**config.mk**
```make
export PLATFORM = sky130hd
export DESIGN_NAME = cache_fill_ctrl
export DESIGN_NICKNAME = d
export VERILOG_FILES = /design/src/rtl/cache_fill_ctrl.sv
export SDC_FILE = /design/constraint.sdc
export NUM_CORES = 1
export LEC_CHECK = 0
export ABC_AREA = 1
export CORE_ASPECT_RATIO = 1.5
export CORE_MARGIN = 1.5
export CORE_UTILIZATION = 42
export DETAILED_ROUTE_END_ITERATION = 10
export PLACE_DENSITY = 0.81
export SLEW_MARGIN = 20
export SYNTH_ARGS = -nofsm -noshare
export SYNTH_HDL_FRONTEND = slang
export SYNTH_SLANG_ARGS = --single-unit
```
**constraint.sdc**
```tcl
create_clock -name CLK -period 7.14 [get_ports CLK]
set_input_delay 1.785 -clock CLK [delete_from_list [all_inputs] [get_ports CLK]]
set_output_delay 1.785 -clock CLK [all_outputs]
set_load 0.1 [all_outputs]
```
**src/rtl/cache_fill_ctrl.sv**
```systemverilog
// -----------------------------------------------------------------------------
// cache_fill_ctrl
//
// Sequencing controller for the 32-entry shift-register load lookup table in
// the memory path. It takes one CPU load/store at a time:
//   load  : probe the lookup table; on a hit answer from it, on a miss read
//           the backing memory and shift the result into the table.
//   store : write through to memory, then shift the stored word into the
//           table so later loads of the same address/tag see it.
// Memory accesses that are not acknowledged within MEM_TIMEOUT cycles are
// abandoned and answered with RESP_ERR (MEM_TIMEOUT = 0 waits forever).
//
// Optional build macro: CACHE_STORE_FLUSH_EN
//   When defined, a completed store first clears the whole lookup table
//   (one FLUSH cycle with LK_CLR = 1) before inserting the stored word, so
//   entries of the same address under other size/sign tags cannot go stale.
//
// Ports:
//   CLK, RST                 clock (rising edge), asynchronous active-high reset
//   REQ_VALID/READY          CPU request handshake (READY only in IDLE)
//   REQ_WE/ADDR/SIGN/OFFS/WDATA  request fields, captured on acceptance
//   RESP_VALID/READY         response handshake, response held until READY
//   RESP_DATA, RESP_ERR      load data (0 for stores / errors), timeout flag
//   LK_ADDR, LK_DIN          lookup-table address and {sign, offs, data} entry
//   LK_WE, LK_CLR            shift-in strobe, synchronous clear of the table
//   LK_DOUT, LK_FOUND        lookup-table hit data and hit flag
//   MEM_REQ/WE/ADDR/OFFS/WDATA  backing-memory request, held until MEM_ACK
//   MEM_ACK, MEM_RDATA       single-cycle completion with read data
// -----------------------------------------------------------------------------
module cache_fill_ctrl #(
   parameter int OFFS_W      = 3,
   parameter int MEM_TIMEOUT = 255
) (
   input  logic              CLK,
   input  logic              RST,
   input  logic              REQ_VALID,
   output logic              REQ_READY,
   input  logic              REQ_WE,
   input  logic [31:0]       REQ_ADDR,
   input  logic              REQ_SIGN,
   input  logic [OFFS_W-1:0] REQ_OFFS,
   input  logic [31:0]       REQ_WDATA,
   output logic              RESP_VALID,
   input  logic              RESP_READY,
   output logic [31:0]       RESP_DATA,
   output logic              RESP_ERR,
   output logic [31:0]       LK_ADDR,
   output logic [32+OFFS_W:0] LK_DIN,
   output logic              LK_WE,
   output logic              LK_CLR,
   input  logic [31:0]       LK_DOUT,
   input  logic              LK_FOUND,
   output logic              MEM_REQ,
   output logic              MEM_WE,
   output logic [31:0]       MEM_ADDR,
   output logic [OFFS_W-1:0] MEM_OFFS,
   output logic [31:0]       MEM_WDATA,
   input  logic              MEM_ACK,
   input  logic [31:0]       MEM_RDATA
);

   // The counter only has to reach MEM_TIMEOUT-1: MEM_REQ is high for the
   // cycles where the count is 0 .. MEM_TIMEOUT-1.
   localparam int CNT_W = (MEM_TIMEOUT > 1) ? $clog2(MEM_TIMEOUT) : 1;
   localparam logic [CNT_W-1:0] TMO_LAST =
      (MEM_TIMEOUT == 0) ? '0 : CNT_W'(MEM_TIMEOUT - 1);

   // ST_PROBE is the cycle in which the captured address is presented to the
   // table; its hit flag is sampled one cycle later in ST_LOOKUP, which gives
   // the two-edge hit latency from acceptance to RESP_VALID.
   typedef enum logic [3:0] {
      ST_INIT,
      ST_IDLE,
      ST_PROBE,
      ST_LOOKUP,
      ST_MEM_RD,
      ST_MEM_WR,
      ST_FILL,
`ifdef CACHE_STORE_FLUSH_EN
      ST_FLUSH,
`endif
      ST_RESP
   } state_t;

   state_t            state_reg;
   logic [31:0]       addr_reg;
   logic              sign_reg;
   logic [OFFS_W-1:0] offs_reg;
   logic              we_reg;
   logic [31:0]       wdata_reg;
   logic [31:0]       fill_reg;
   logic [CNT_W-1:0]  tmo_cnt_reg;

   logic              req_ready_reg;
   logic              resp_valid_reg;
   logic [31:0]       resp_data_reg;
   logic              resp_err_reg;
   logic              lk_we_reg;
   logic              lk_clr_reg;
   logic              mem_req_reg;
   logic              mem_we_reg;

   logic              tmo_expired;

   // An ACK in the expiry cycle is checked first, so it still counts as success.
   assign tmo_expired = (MEM_TIMEOUT != 0) && (tmo_cnt_reg == TMO_LAST);

   assign REQ_READY  = req_ready_reg;
   assign RESP_VALID = resp_valid_reg;
   assign RESP_DATA  = resp_data_reg;
   assign RESP_ERR   = resp_err_reg;
   assign LK_ADDR    = addr_reg;
   assign LK_DIN     = {sign_reg, offs_reg, fill_reg};
   assign LK_WE      = lk_we_reg;
   assign LK_CLR     = lk_clr_reg;
   assign MEM_REQ    = mem_req_reg;
   assign MEM_WE     = mem_we_reg;
   assign MEM_ADDR   = addr_reg;
   assign MEM_OFFS   = offs_reg;
   assign MEM_WDATA  = wdata_reg;

   always_ff @(posedge CLK or posedge RST) begin
      if (RST) begin
         state_reg      <= ST_INIT;
         addr_reg       <= '0;
         sign_reg       <= 1'b0;
         offs_reg       <= '0;
         we_reg         <= 1'b0;
         wdata_reg      <= '0;
         fill_reg       <= '0;
         tmo_cnt_reg    <= '0;
         req_ready_reg  <= 1'b0;
         resp_valid_reg <= 1'b0;
         resp_data_reg  <= '0;
         resp_err_reg   <= 1'b0;
         lk_we_reg      <= 1'b0;
         lk_clr_reg     <= 1'b1;
         mem_req_reg    <= 1'b0;
         mem_we_reg     <= 1'b0;
      end else begin
         // Table strobes are single-cycle pulses unless a transition sets them.
         lk_we_reg  <= 1'b0;
         lk_clr_reg <= 1'b0;

         case (state_reg)
            ST_INIT: begin
               state_reg     <= ST_IDLE;
               req_ready_reg <= 1'b1;
            end

            ST_IDLE: begin
               if (REQ_VALID) begin
                  addr_reg      <= REQ_ADDR;
                  sign_reg      <= REQ_SIGN;
                  offs_reg      <= REQ_OFFS;
                  we_reg        <= REQ_WE;
                  wdata_reg     <= REQ_WDATA;
                  req_ready_reg <= 1'b0;
                  if (REQ_WE) begin
                     state_reg   <= ST_MEM_WR;
                     mem_req_reg <= 1'b1;
                     mem_we_reg  <= 1'b1;
                     tmo_cnt_reg <= '0;
                  end else begin
                     state_reg <= ST_PROBE;
                  end
               end
            end

            ST_PROBE: begin
               state_reg <= ST_LOOKUP;
            end

            ST_LOOKUP: begin
               if (LK_FOUND) begin
                  resp_data_reg  <= LK_DOUT;
                  resp_err_reg   <= 1'b0;
                  resp_valid_reg <= 1'b1;
                  state_reg      <= ST_RESP;
               end else begin
                  state_reg   <= ST_MEM_RD;
                  mem_req_reg <= 1'b1;
                  mem_we_reg  <= 1'b0;
                  tmo_cnt_reg <= '0;
               end
            end

            ST_MEM_RD, ST_MEM_WR: begin
               if (MEM_ACK) begin
                  mem_req_reg <= 1'b0;
                  mem_we_reg  <= 1'b0;
                  if (we_reg) begin
                     resp_data_reg <= '0;
                     fill_reg      <= wdata_reg;
                  end else begin
                     resp_data_reg <= MEM_RDATA;
                     fill_reg      <= MEM_RDATA;
                  end
`ifdef CACHE_STORE_FLUSH_EN
                  if (we_reg) begin
                     state_reg  <= ST_FLUSH;
                     lk_clr_reg <= 1'b1;
                  end else begin
                     state_reg <= ST_FILL;
                     lk_we_reg <= 1'b1;
                  end
`else
                  state_reg <= ST_FILL;
                  lk_we_reg <= 1'b1;
`endif
               end else if (tmo_expired) begin
                  // Abandon the access: no table update, error response.
                  mem_req_reg    <= 1'b0;
                  mem_we_reg     <= 1'b0;
                  resp_err_reg   <= 1'b1;
                  resp_data_reg  <= '0;
                  resp_valid_reg <= 1'b1;
                  state_reg      <= ST_RESP;
               end else begin
                  tmo_cnt_reg <= tmo_cnt_reg + CNT_W'(1);
               end
            end

`ifdef CACHE_STORE_FLUSH_EN
            ST_FLUSH: begin
               state_reg <= ST_FILL;
               lk_we_reg <= 1'b1;
            end
`endif

            ST_FILL: begin
               state_reg      <= ST_RESP;
               resp_valid_reg <= 1'b1;
            end

            ST_RESP: begin
               if (RESP_READY) begin
                  resp_valid_reg <= 1'b0;
                  resp_err_reg   <= 1'b0;
                  resp_data_reg  <= '0;
                  req_ready_reg  <= 1'b1;
                  state_reg      <= ST_IDLE;
               end
            end

            default: begin
               state_reg      <= ST_INIT;
               lk_clr_reg     <= 1'b1;
               req_ready_reg  <= 1'b0;
               resp_valid_reg <= 1'b0;
               mem_req_reg    <= 1'b0;
               mem_we_reg     <= 1'b0;
            end
         endcase
      end
   end

endmodule

```
-- After elaboration in Yosys (flattened, before gate mapping)
Index checks and enable logic that the tools add are counted.
- bits in registers: 152
- word-level logic and storage cells: 95
- input port bits: 139
- bitwise logic cells: 3
- multiplexer cells: 41
- $add $sub $neg: 1
- equal/unequal tests: 17
- reduce and logical (&&, ||, !) cells: 17
- operators with widths (kind ; count):
    32-bit 2-to-1 mux ; 6
    32-bit one-hot mux with 3 select lines ; 1
    8-bit 2-to-1 mux ; 5
    4-bit one-hot mux with 7 select lines ; 1
    8-bit one-hot mux with 3 select lines ; 1
    4-bit by 3-bit equality test with 1-bit output (second input constant) ; 4
    1-bit 2-to-1 mux ; 16
    4-bit 2-to-1 mux ; 4
    2-bit != test (second input constant) ; 8
    5-bit AND reduction ; 3
    1-bit one-hot mux with 4 select lines ; 3
    8-bit by 1-bit adder with 8-bit output (second input constant) ; 1
    4-bit by 2-bit equality test with 1-bit output (second input constant) ; 2
    8-bit equality test (second input constant) ; 1
    8-bit OR reduction ; 1
    3-bit AND reduction ; 2
    6-bit AND reduction ; 1
    3-bit nonzero test ; 2
    1-bit one-hot mux with 5 select lines ; 1
    5-bit OR reduction ; 1
    4-bit by 1-bit equality test with 1-bit output (second input constant) ; 1
    4-bit logical NOT ; 1
    2-bit AND reduction ; 2
    4-bit AND reduction ; 1
    other kinds (8) ; 10

-- Depth between registers and ports, before layout
- depth in word-level cells: 4
- depth in mapped cells: 10

-- Least setup slack after synthesis
OpenSTA, ideal clock, no wires.
- path type: register -> output
- start point: register addr_reg[0] (netlist: LK_ADDR[0])
- end point: output MEM_ADDR[0]
- cell stages (with the launch flop): 2
- data required time: 5.355 ns
- arrival: 1.340 ns
- slack: 4.015 ns
- cell sequence: dfrtp_1 -> buf_4
- RTL lines (what ; RTL line ; text):
    start: declaration ; 86 ; logic [31:0] addr_reg;
    start signal: assignment ; 125 ; addr_reg <= '0;
    start signal: assignment ; 153 ; addr_reg <= REQ_ADDR;
    end: declaration ; 55 ; output logic [31:0] MEM_ADDR,
No word-level cell between the ends.

-- Final worst setup path
- start point: register lk_clr_reg (netlist: LK_CLR)
- end point: output LK_CLR
- RTL lines (what ; RTL line ; text):
    start: declaration ; 99 ; logic lk_clr_reg;
    start signal: assignment ; 137 ; lk_clr_reg <= 1'b1;
    start signal: assignment ; 143 ; lk_clr_reg <= 1'b0;
    start signal: assignment ; 248 ; lk_clr_reg <= 1'b1;
    end: declaration ; 50 ; output logic LK_CLR,
No word-level cell between the ends.

==> results.md <==
Timing:
- In the finished design, the share of the clock period the worst path needs comes to 0.539.
- For this run, the top clock speed supported by timing is approximately 260 MHz.
- The number of endpoints failing setup at the final stage is 0.
- The count of pins over their slew limit was 0.
- The number of hold violations in the final report is 0.
- The actual transition at the worst max-transition pin is between 1 and 1.5 ns.
- The worst pin sits at a relative slew slack of 0.283.
- The worst path needs approximately 3.9 ns of the cycle, external delays included.
- The maximum clock skew at final layout is 0.0124 ns.
- Setup repair after global routing left no endpoint under its margin.
- The setup TNS after final layout is 0 ns.

Finish:
- In the final layout, the share of cells above drive strength 1 is 0.0409.
- Leaving out fill and tap cells, the most frequent cells in the layout are sky130_fd_sc_hd__nand2_1, sky130_fd_sc_hd__clkdlybuf4s50_1, sky130_fd_sc_hd__dfrtp_1.
- After the last flow step, the layout net total stands at between 1,000 and 1,500.
- 0 antenna diodes ended up in the layout.
- The library cell used most frequently in the layout, excluding fill and tap cells, is sky130_fd_sc_hd__nand2_1.
- From synthesis to final layout, the design area changed by 49.8%.

Critical path:
- The startpoint identified for the worst register-to-register timing path is state_reg[1]$_DFFE_PP0P_.
- The most critical setup path has its startpoint at LK_CLR$_DFF_PP1_.
- The flop-to-flop setup slack is roughly 4.5 ns.
- Data arrives at the worst endpoint at about 2.1 ns.
- The signal on the critical path passes through clkdlybuf4s50_1.
- The element type at the critical path end is an output pin.
- At the worst endpoint, the required time is about 5.4 ns.
- The end of the worst register-to-register path is tmo_cnt_reg[7]$_DFFE_PP0P_.
- The slowest stage of the critical path is the sky130_fd_sc_hd__clkdlybuf4s50_1 cell.
- The cell depth of the worst flop-to-flop path is 10.
- The buffering stage count on the worst path with inverters included is 1.
- In this design, the largest share of critical-path delay is due to buffers and inverters.
- STA classifies the critical path startpoint as a flop.
- The setup path with the least slack is of type reg -> out.
- In this run the worst path has a maximum fanout of 1.
- The maximum single-stage delay on the critical path is between 1 and 1.5 ns.

Floorplanning:
- The effective utilization at floorplan is 0.430.
- The core box area is 16,200 um^2.
- The area enclosed by the die boundary is between 15,000 and 20,000 um^2.
- During I/O placement, the number of pins put on the boundary was ~310.
- The die width is 108 um.
- The die is between 150 and 200 um tall.
- After floorplanning, the core was divided into 57 placement rows.

Clock tree:
- For the worst-skew pair, the clock arrives at the later sink with an insertion delay of about 0.42 ns.
- After clock tree synthesis, the setup repair step added 0 buffers.
- Clock-pin slew was measured on the worst setup and hold paths at roughly 0.060 ns.
- For this design, the CTS-stage hold fixing added 0 buffers.
- The number of resized instances in the post-cts repair step is 0.
- The cell sitting at the root of the clock tree is a sky130_fd_sc_hd__clkbuf_16.
- Counting every sink on the clock net gives 151.
- The clock passes through at most 2 buffers.
- The clock tree from TritonCTS is yes.
- The H-tree was split into 4 levels.
- Counting the buffers created by CTS gives 17.

Synth:
- The synthesis warning total is 0.
- The cell area after synthesis is approximately 7000 um^2.
- The number of distinct library cell variants in the gate-level netlist after synthesis is 27.
- When the netlist entered floorplanning its net count stood at around 1,000.
- For this run, the register share of the synthesized area comes to 0.543.
- The flip-flop and latch count after synthesis is roughly 150.
- The mean instance size in the synthesized netlist is between 8 and 9 um^2.
- The synthesized instance count is roughly 860.

Detailed routing:
- After detailed routing, the number of remaining DRC violations is 0.
- The antenna violation net count after detailed routing is 0.
- Dividing the detail-routed wire length by the instance count gives 16.2 um.
- The via total after detailed routing is ~6,700.
- The number of vias per cell is 5.01.
- The first detailed-routing pass took 5 iterations.
- The violation count after the first detailed-routing iteration is 494.
- The final layout contains routed wiring with a total length of ~22,000 um.

Status:
- The flow ran to the end, and the final reports show no timing, DRC or antenna violations.

Min path:
- The hold path endpoint is RESP_DATA[25]$_DFFE_PP0P_.
- The class of the tightest hold or removal check is reg -> reg.
- The start point of the worst hold path is RESP_DATA[25]$_DFFE_PP0P_.
- Along the worst hold path, the cell count comes to 2.

Global route:
- The initial antenna violation count is 0.
- Summed over all layers, the global routing overflow is 0.
- The largest net degree at the start of global routing is a little over 100.
- The first global-routing pass estimated between 30,000 and 40,000 um of wire.
- The via count of the first global-routing pass was between 6,000 and 7,000.
- In the global route stage, overall resource usage came out at 0.252.

Placed design:
- The placer's final routability congestion estimate is 0.932.
- Summed over all nets, the half-perimeter wirelength after detailed placement is roughly 15,000 um.
- The count of buffers added on input and output ports is roughly 310.

Job:
- The number of max-cap violations is 0.
==> through the flow <==
step | setup WS, ns | utilization | std cells | cell area (um^2) | hold WS (ns)
detailed placement | 2.95 | 0.609 | 1300 | 9850 | 0.457
floorplan | 1.29 | - | 856 | 6960 | 0.443
CTS | 3.26 | 0.644 | 1332 | 10400 | 0.472
finish | 3.29 | 0.644 | 1332 | 10400 | 0.472
global placement | 3.00 | 0.609 | 1300 | 9850 | 0.454
global route | 3.14 | 0.644 | 1332 | 10400 | 0.499
==> cells by family after synthesis <==
logic type      synth area share
simple gates               0.335
flops                      0.543
buf+inv                   0.0913
compound gates            0.0210
xor+xnor                 0.00503
fa+ha+maj                0.00359
other cells             0.000539
==> worst reg2reg max path, delay by kind of cell, from the launching register on <==
family | cells | cell delay, ns
buffers and inverters | 4 | 1.22
flip-flops | 1 | 0.48
AND/OR/NAND/NOR | 6 | 0.90
==> final cells by class <==
| cell class | instances | area (um^2) |
|---|---|---|
| Clock buffer | 21 | 440 |
| Clock inverter | 11 | 129 |
| Fill cell | 1393 | 5770 |
| Inverter | 28 | 111 |
| Multi-Input combinational cell | 598 | 2540 |
| Sequential cell | 151 | 3780 |
| Tap cell | 206 | 258 |
| Timing Repair Buffer | 317 | 3160 |
==> cell usage after synthesis <==
| master | count | area share |
|---|---|---|
| sky130_fd_sc_hd__nor3_1 | 1 | 0.00072 |
| sky130_fd_sc_hd__or2_0 | 2 | 0.0018 |
| sky130_fd_sc_hd__buf_2 | 25 | 0.018 |
| sky130_fd_sc_hd__inv_1 | 25 | 0.013 |
| sky130_fd_sc_hd__nand4_1 | 3 | 0.0027 |
| sky130_fd_sc_hd__inv_2 | 3 | 0.0016 |
| sky130_fd_sc_hd__clkbuf_1 | 2 | 0.0011 |
| sky130_fd_sc_hd__nand2_2 | 1 | 0.00090 |
| sky130_fd_sc_hd__xnor2_1 | 1 | 0.0013 |
| sky130_fd_sc_hd__buf_6 | 6 | 0.0097 |
| sky130_fd_sc_hd__dfrtp_1 | 150 | 0.54 |
| sky130_fd_sc_hd__dfstp_2 | 1 | 0.0038 |
| sky130_fd_sc_hd__o211ai_1 | 6 | 0.0065 |
| sky130_fd_sc_hd__o21ai_0 | 14 | 0.010 |
| sky130_fd_sc_hd__o21bai_1 | 1 | 0.0011 |
| sky130_fd_sc_hd__nor2_1 | 12 | 0.0065 |
| sky130_fd_sc_hd__nand3_1 | 129 | 0.093 |
| sky130_fd_sc_hd__o21ai_2 | 1 | 0.0013 |
| sky130_fd_sc_hd__conb_1 | 1 | 0.00054 |
| sky130_fd_sc_hd__nor2_2 | 1 | 0.00090 |
| sky130_fd_sc_hd__ha_1 | 2 | 0.0036 |
| sky130_fd_sc_hd__nand2_1 | 413 | 0.22 |
| sky130_fd_sc_hd__xor2_1 | 3 | 0.0038 |
| sky130_fd_sc_hd__buf_1 | 4 | 0.0022 |
| sky130_fd_sc_hd__nor2_4 | 4 | 0.0065 |
| sky130_fd_sc_hd__buf_4 | 42 | 0.045 |
| sky130_fd_sc_hd__a21oi_1 | 3 | 0.0022 |
==> worst max path at each step <==
stage	to	slack (ns)	cells after the start
floorplan	LK_ADDR[0]$_DFFE_PP0P_	1.29	1
global placement	RESP_DATA[0]$_DFFE_PP0P_	3.00	8
detailed placement	RESP_DATA[13]$_DFFE_PP0P_	2.95	8
CTS	LK_CLR	3.26	1
global route	RESP_DATA[17]$_DFFE_PP0P_	3.14	8
finish	LK_CLR	3.29	1
==> per-layer routing <==
| layer | vias up | GRT usage | share of wire |
|---|---|---|---|
| met1 | 3120 | 0.297 | 0.38 |
| met3 | 49 | 0.0483 | 0.070 |
| li1 | 3182 | - | - |
| met5 | - | 0 | 0 |
| met2 | 320 | 0.438 | 0.52 |
| met4 | 0 | 0.114 | 0.034 |
Power is not shown: default switching activity piles up to over one toggle a cycle in this logic, so the estimate is an artifact.
